`src/rtl/mult_div_pkg.sv`:
```
// mult_div_pkg
// Shared definitions for the sequential multiply/divide unit: controller
// state encoding, operation encodings, iteration count and small
// two's-complement helpers used by the datapath.
package mult_div_pkg;

  typedef enum logic [1:0] {
    IDLE = 2'd0,
    MULT = 2'd1,
    DIV  = 2'd2,
    DONE = 2'd3
  } state_e;

  localparam logic OP_MULT = 1'b0;
  localparam logic OP_DIV  = 1'b1;

  localparam int ITERATIONS = 32;
  localparam int CNT_W      = $clog2(ITERATIONS);
  localparam logic [CNT_W-1:0] LAST_ITER = CNT_W'(ITERATIONS - 1);

  // Conditionally negate a 32-bit two's-complement value.
  function automatic logic [31:0] neg_if(input logic [31:0] v, input logic neg);
    return neg ? (~v + 32'd1) : v;
  endfunction

  // Magnitude of a signed value; 0x80000000 maps to 0x80000000 (unsigned 2^31).
  function automatic logic [31:0] mag(input logic [31:0] v);
    return neg_if(v, v[31]);
  endfunction

endpackage

```
`src/rtl/mult_div_dp.sv`:
```
// mult_div_dp
// Iterative datapath shared by multiply and divide.
//   MULT: radix-2 Booth, {acc_hi, acc_lo, qm1} shifted right arithmetically
//         once per step; acc_hi carries one guard bit so +/- 2^31 partial
//         sums cannot overflow.
//   DIV : restoring division on magnitudes, {acc_hi, acc_lo} shifted left
//         once per step, quotient bits enter acc_lo from the right.
// Ports:
//   clk, reset   clock / asynchronous active-high reset
//   load         capture op, a, b and initialise the accumulators
//   step         perform one iteration of the latched operation
//   op, a, b     operation select and operands (used only with load)
//   res_hi/lo    final result with sign fix-up applied (valid after 32 steps)
module mult_div_dp
  import mult_div_pkg::*;
(
  input  logic        clk,
  input  logic        reset,
  input  logic        load,
  input  logic        step,
  input  logic        op,
  input  logic [31:0] a,
  input  logic [31:0] b,
  output logic [31:0] res_hi,
  output logic [31:0] res_lo
);

  logic [32:0] acc_hi_q, acc_hi_d;
  logic [31:0] acc_lo_q, acc_lo_d;
  logic        qm1_q, qm1_d;
  logic [31:0] m_q, m_d;
  logic        op_q, op_d;
  logic        q_neg_q, q_neg_d;
  logic        r_neg_q, r_neg_d;

  logic [32:0] m_ext;
  logic [32:0] booth_sum;
  logic [32:0] div_shift;
  logic [32:0] div_diff;

  // Per-step arithmetic for both algorithms.
  always_comb begin
    m_ext = {m_q[31], m_q};
    case ({acc_lo_q[0], qm1_q})
      2'b01:   booth_sum = acc_hi_q + m_ext;
      2'b10:   booth_sum = acc_hi_q - m_ext;
      default: booth_sum = acc_hi_q;
    endcase
    // Remainder always stays below the divisor magnitude (<= 2^31), so the
    // shifted partial remainder fits in 33 bits.
    div_shift = {acc_hi_q[31:0], acc_lo_q[31]};
    div_diff  = div_shift - {1'b0, m_q};
  end

  always_comb begin
    acc_hi_d = acc_hi_q;
    acc_lo_d = acc_lo_q;
    qm1_d    = qm1_q;
    m_d      = m_q;
    op_d     = op_q;
    q_neg_d  = q_neg_q;
    r_neg_d  = r_neg_q;
    if (load) begin
      op_d     = op;
      acc_hi_d = '0;
      qm1_d    = 1'b0;
      if (op == OP_MULT) begin
        acc_lo_d = b;
        m_d      = a;
        q_neg_d  = 1'b0;
        r_neg_d  = 1'b0;
      end else begin
        acc_lo_d = mag(a);
        m_d      = mag(b);
        q_neg_d  = a[31] ^ b[31];
        r_neg_d  = a[31];
      end
    end else if (step) begin
      if (op_q == OP_MULT) begin
        acc_hi_d = {booth_sum[32], booth_sum[32:1]};
        acc_lo_d = {booth_sum[0], acc_lo_q[31:1]};
        qm1_d    = acc_lo_q[0];
      end else if (div_shift >= {1'b0, m_q}) begin
        acc_hi_d = div_diff;
        acc_lo_d = {acc_lo_q[30:0], 1'b1};
      end else begin
        acc_hi_d = div_shift;
        acc_lo_d = {acc_lo_q[30:0], 1'b0};
      end
    end
  end

  always_ff @(posedge clk or posedge reset) begin
    if (reset) begin
      acc_hi_q <= '0;
      acc_lo_q <= '0;
      qm1_q    <= 1'b0;
      m_q      <= '0;
      op_q     <= 1'b0;
      q_neg_q  <= 1'b0;
      r_neg_q  <= 1'b0;
    end else begin
      acc_hi_q <= acc_hi_d;
      acc_lo_q <= acc_lo_d;
      qm1_q    <= qm1_d;
      m_q      <= m_d;
      op_q     <= op_d;
      q_neg_q  <= q_neg_d;
      r_neg_q  <= r_neg_d;
    end
  end

  // Quotient sign is the XOR of operand signs; remainder follows the dividend.
  // -2^31 / -1 yields magnitude 2^31 unnegated, i.e. 0x80000000.
  assign res_hi = (op_q == OP_MULT) ? acc_hi_q[31:0] : neg_if(acc_hi_q[31:0], r_neg_q);
  assign res_lo = (op_q == OP_MULT) ? acc_lo_q       : neg_if(acc_lo_q, q_neg_q);

endmodule

```
`src/rtl/mult_div_seq.sv`:
```
// mult_div_seq
// Sequential signed multiply/divide unit with HI/LO result registers.
// The controller FSM sequences mult_div_dp for 32 iterations and writes
// HI/LO on the edge that leaves DONE; status outputs are registered and
// therefore trail the state register by one cycle.
// Ports:
//   clk, reset   clock / asynchronous active-high reset
//   start, op    request pulse and operation (0 = MULT, 1 = DIV)
//   a, b         operands, captured when a request is accepted
//   busy         high from acceptance through the done cycle
//   done         one-cycle completion pulse
//   div_zero     one-cycle pulse with done on divide by zero
//   hi, lo       result registers
module mult_div_seq
  import mult_div_pkg::*;
(
  input  logic        clk,
  input  logic        reset,
  input  logic        start,
  input  logic        op,
  input  logic [31:0] a,
  input  logic [31:0] b,
  output logic        busy,
  output logic        done,
  output logic        div_zero,
  output logic [31:0] hi,
  output logic [31:0] lo
);

  state_e             state_q, state_d;
  logic [CNT_W-1:0]   cnt_q, cnt_d;
  logic               zero_q, zero_d;
  logic               busy_q, busy_d;
  logic               done_q, done_d;
  logic               div_zero_q, div_zero_d;
  logic [31:0]        hi_q, hi_d;
  logic [31:0]        lo_q, lo_d;

  logic               dp_load;
  logic               dp_step;
  logic [31:0]        dp_hi;
  logic [31:0]        dp_lo;

  mult_div_dp u_dp (
    .clk    (clk),
    .reset  (reset),
    .load   (dp_load),
    .step   (dp_step),
    .op     (op),
    .a      (a),
    .b      (b),
    .res_hi (dp_hi),
    .res_lo (dp_lo)
  );

  // Next-state and registered-output logic. A request is only taken when
  // IDLE and busy has dropped, which keeps start ignored during the done
  // cycle; busy stays up through that cycle because done trails DONE.
  always_comb begin
    state_d    = state_q;
    cnt_d      = cnt_q;
    zero_d     = zero_q;
    hi_d       = hi_q;
    lo_d       = lo_q;
    dp_load    = 1'b0;
    dp_step    = 1'b0;
    case (state_q)
      IDLE: begin
        if (start && !busy_q) begin
          dp_load = 1'b1;
          cnt_d   = '0;
          if (op == OP_DIV && b == '0) begin
            state_d = DONE;
            zero_d  = 1'b1;
          end else if (op == OP_DIV) begin
            state_d = DIV;
            zero_d  = 1'b0;
          end else begin
            state_d = MULT;
            zero_d  = 1'b0;
          end
        end
      end
      MULT, DIV: begin
        dp_step = 1'b1;
        if (cnt_q == LAST_ITER) begin
          state_d = DONE;
        end else begin
          cnt_d = cnt_q + CNT_W'(1);
        end
      end
      DONE: begin
        state_d = IDLE;
        if (!zero_q) begin
          hi_d = dp_hi;
          lo_d = dp_lo;
        end
      end
      default: state_d = IDLE;
    endcase
    busy_d     = (state_d != IDLE) || (state_q == DONE);
    done_d     = (state_q == DONE);
    div_zero_d = (state_q == DONE) && zero_q;
  end

  always_ff @(posedge clk or posedge reset) begin
    if (reset) begin
      state_q    <= IDLE;
      cnt_q      <= '0;
      zero_q     <= 1'b0;
      busy_q     <= 1'b0;
      done_q     <= 1'b0;
      div_zero_q <= 1'b0;
      hi_q       <= '0;
      lo_q       <= '0;
    end else begin
      state_q    <= state_d;
      cnt_q      <= cnt_d;
      zero_q     <= zero_d;
      busy_q     <= busy_d;
      done_q     <= done_d;
      div_zero_q <= div_zero_d;
      hi_q       <= hi_d;
      lo_q       <= lo_d;
    end
  end

  assign busy     = busy_q;
  assign done     = done_q;
  assign div_zero = div_zero_q;
  assign hi       = hi_q;
  assign lo       = lo_q;

endmodule

```
`config.mk`:
```
export PLATFORM = sky130hd
export DESIGN_NAME = mult_div_seq
export DESIGN_NICKNAME = d
export VERILOG_FILES = /design/src/rtl/mult_div_pkg.sv /design/src/rtl/mult_div_dp.sv /design/src/rtl/mult_div_seq.sv
export SDC_FILE = /design/constraint.sdc
export NUM_CORES = 1
export LEC_CHECK = 0
export CAP_MARGIN = 25
export CORE_ASPECT_RATIO = 1.4
export CORE_MARGIN = 2
export CORE_UTILIZATION = 45
export CTS_BUF_LIST = sky130_fd_sc_hd__clkbuf_16
export CTS_CLUSTER_SIZE = 16
export DETAILED_ROUTE_END_ITERATION = 12
export PLACE_DENSITY = 0.68
export SYNTH_ARGS = -nofsm -noshare
export SYNTH_HDL_FRONTEND = slang
export SYNTH_SLANG_ARGS = --single-unit
```
`constraint.sdc`:
```
create_clock -name clk -period 17.81 [get_ports clk]
set_clock_uncertainty 0.15 [all_clocks]
set_input_delay 3.562 -clock clk [delete_from_list [all_inputs] [get_ports clk]]
set_output_delay 3.562 -clock clk [all_outputs]
set_load 0.005 [all_outputs]
```
==> results_dict.tcl <==
set metrics [dict create \
    status "complete, no violations" \
    overflow 0 \
    syn_inst 1907 \
    antenna_found_initial 0 \
    hold_path.startpoint "hi[12]" \
    fin_ws_ns 11.09 \
    drv_slew 0 \
    cpMaxStageDelayCell "or4_1" \
    setup_tns_ns 0 \
    hold_buffers 0 \
    avgSynthCellArea_um2 7.898 \
    worstPathCellList "clkdlybuf4s50_1 -> inv_1 -> ha_1 -> or3b_2 -> nor3_1 -> nand3_1 -> nor2_1 -> nand3_1 -> or4_1 -> or4_1 -> a31oi_1 -> or3_1" \
    worstSkewPairLatency_ns 0.47 \
    cts_buffer_depth 2 \
    regToRegStartpoint "u_dp.m_q[4]" \
    setup-violations-final 0 \
    root_buffer "clkbuf_16" \
    cts_made_buffers 17 \
    synth_ff_type "dfrtp_1" \
    row_count 79 \
    crit_arrival_ns 6.98 \
    grt_pass1_vias 13834 \
    cts_setup_buffers 0 \
    netlist_top_cells_count "nand2_1, o21ai_0, dfrtp_1, a21oi_1, nor2_1" \
    antenna_left 0 \
    drive_gt1_share_pct 4.006 \
    gp_congestion 0.9360 \
    wl_mm 48.32 \
    core_area_um2 33110 \
    synth_edf_count 0 \
    crit_fanout 4 \
    max-vdd-ir-drop_uv 134.1 \
    die_h_um 220.5 \
    hold_violations 0 \
    area_growth_pct 15.04 \
    diodes 0 \
    yosysTopAreaCell "dfrtp_1" \
    dpl_worst_slack_ns 10.60 \
    ys_ff_latch 176 \
    cts_tree "built" \
    syn_area_um2 15060 \
    globalRouteTotalUtil_pct 28.30 \
    maxCapViolations 0 \
    synth.distinct_cells 69 \
    power_uw 4122 \
    synth_top_area_share_pct 29.24 \
    clock.fmax_mhz 148.7 \
    synth-async-reset-ratio_pct 100.0 \
    yosys_warnings 0 \
    post-route-min-period_ns 6.724 \
    drt-initial-drc-count 1063 \
    via_count 14318 \
    leakage_uw 0.007001 \
    synth_nets 2051 \
    rsz0062_at_grt "false" \
    via_per_inst 5.924 \
    portBuffers 134 \
    hold_path.class "flop to flop" \
    io_pins 135 \
    holdPathEnd "hi[12]" \
    p_per_area_nw_per_um2 237.9 \
    htree_levels 4 \
    period_share_pct 37.75 \
    die_area_um2 34970 \
    yosys-top-cells-area "dfrtp_1, o21ai_0, nand2_1" \
    die_w_um 158.6 \
    reg2reg_depth 18 \
    crit_required_ns 18.07 \
    fin_nets 2103 \
    crit_type "primary input to flop" \
    clk_pin_slew_worst_paths_ns 0.08 \
    firstDrtPassIters 5 \
    yosysSeqAreaShare_pct 29.24 \
    yosysMostFrequentCell "nand2_1" \
    r2r_slack_ns 12.61 \
    start_util_pct 45.49 \
    place_hpwl_mm 36.55 \
    grt_max_degree 103 \
    hold_depth 2 \
    slowest_delay_ns 0.54 \
    timing.rr.end "u_dp.acc_hi_q[31]" \
    slew_headroom_pct 39.53 \
    clkSinkCount 176 \
    drc 0 \
    detail_route.wl_per_cell_um 19.99 \
    critPathLaunchType "primary input" \
    postCtsResizedCells 0 \
    endpoint_kind "flop" \
    grt_pass1_wl_mm 76.53 \
    worst_pin_slew_ns 0.9070 \
]
==> flip-flops by register name (all words and copies together) (netlist names), 2 cells and up <==
register       cells
state_q            2
u_dp.acc_hi_q     33
lo                32
hi                32
u_dp.m_q          32
u_dp.acc_lo_q     32
cnt_q              5
==> layout make-up <==
cell class / instances / area, um^2
Clock buffer: 17 / 425.4
Clock inverter: 15 / 187.7
Fill cell: 3218 / 15790
Inverter: 70 / 267.8
Multi-Input combinational cell: 1543 / 9978
Sequential cell: 176 / 4405
Tap cell: 445 / 556.8
Timing Repair Buffer: 151 / 1506
==> routing by layer <==
metal  wire length (um)  global-route usage (%)
met1              20090                   34.97
met2              23700                   48.72
met3               2245                   3.467
met4               2287                   13.60
met5                  0                       0
==> cells in the final DEF (no fill, tap or decap), types with 7 or more instances in the layout <==
cell type and count:
nand2_1 254, o21ai_0 237, dfrtp_1 175, clkdlybuf4s50_1 133, a21oi_1 112, nor2_1 109
xnor2_1 104, o211ai_1 96, xor2_1 96, ha_1 72, inv_1 66, mux2i_1 48
nand3_1 34, nor3_1 30, o31ai_1 28, a21o_1 28, nor4_1 23, or3_1 22
a31oi_1 21, nand2b_1 20, clkbuf_16 17, buf_4 16, a32o_1 15, or4_1 13
nand4_1 12, a211oi_1 11, and2_1 10, o21a_1 10, nor3b_1 9, nor2b_1 9
o41ai_1 9, a211o_1 8, and3_1 8, o21bai_1 7
==> through the flow <==
stage,area [um^2],util (%),cells,hold slack [ns]
4_1_cts,17270,52.16,2415,0.3357
3_3_place_gp,16660,50.31,2383,0.3094
5_1_grt,17330,52.33,2417,0.3558
2_1_floorplan,15060,-,1907,0.3042
6_report,17330,52.33,2417,0.3256
3_5_place_dp,16660,50.31,2383,0.3192
==> power breakdown <==
group          leakage [uW]  internal (uW)  switching (uW)
logic               0.00454           1210            1650
registers           0.00216            596             275
clock network      0.000301            203             196
total               0.00700           2000            2120
==> logic make-up after synthesis <==
family	Yosys count	share of synthesized area (%)
mux	52	3.489
flops	176	29.24
compound gates	639	26.67
simple gates	576	17.82
buf+inv	188	4.735
fa+ha+maj	76	6.413
xor+xnor	200	11.63
==> worst max path at each step <==
stage                      from  cells past startpoint  slack (ns)   end
after global routing       b[0]                     12       10.82  busy
after CTS                  b[0]                     12       11.09  busy
after floorplan           reset                      1        9.32  busy
after global placement     b[0]                     12       10.64  busy
final                      b[0]                     12       11.09  busy
after detailed placement   b[0]                     12       10.60  busy
==> critical path: cells and delay by family <==
kind | cells | cell delay, ns
and+or+nand+nor | 8 | 2.46
buffers and inverters | 2 | 0.58
AOI/OAI and AO/OA | 1 | 0.23
adders and majority gates | 1 | 0.16
Power figures use the tool's default switching activity.
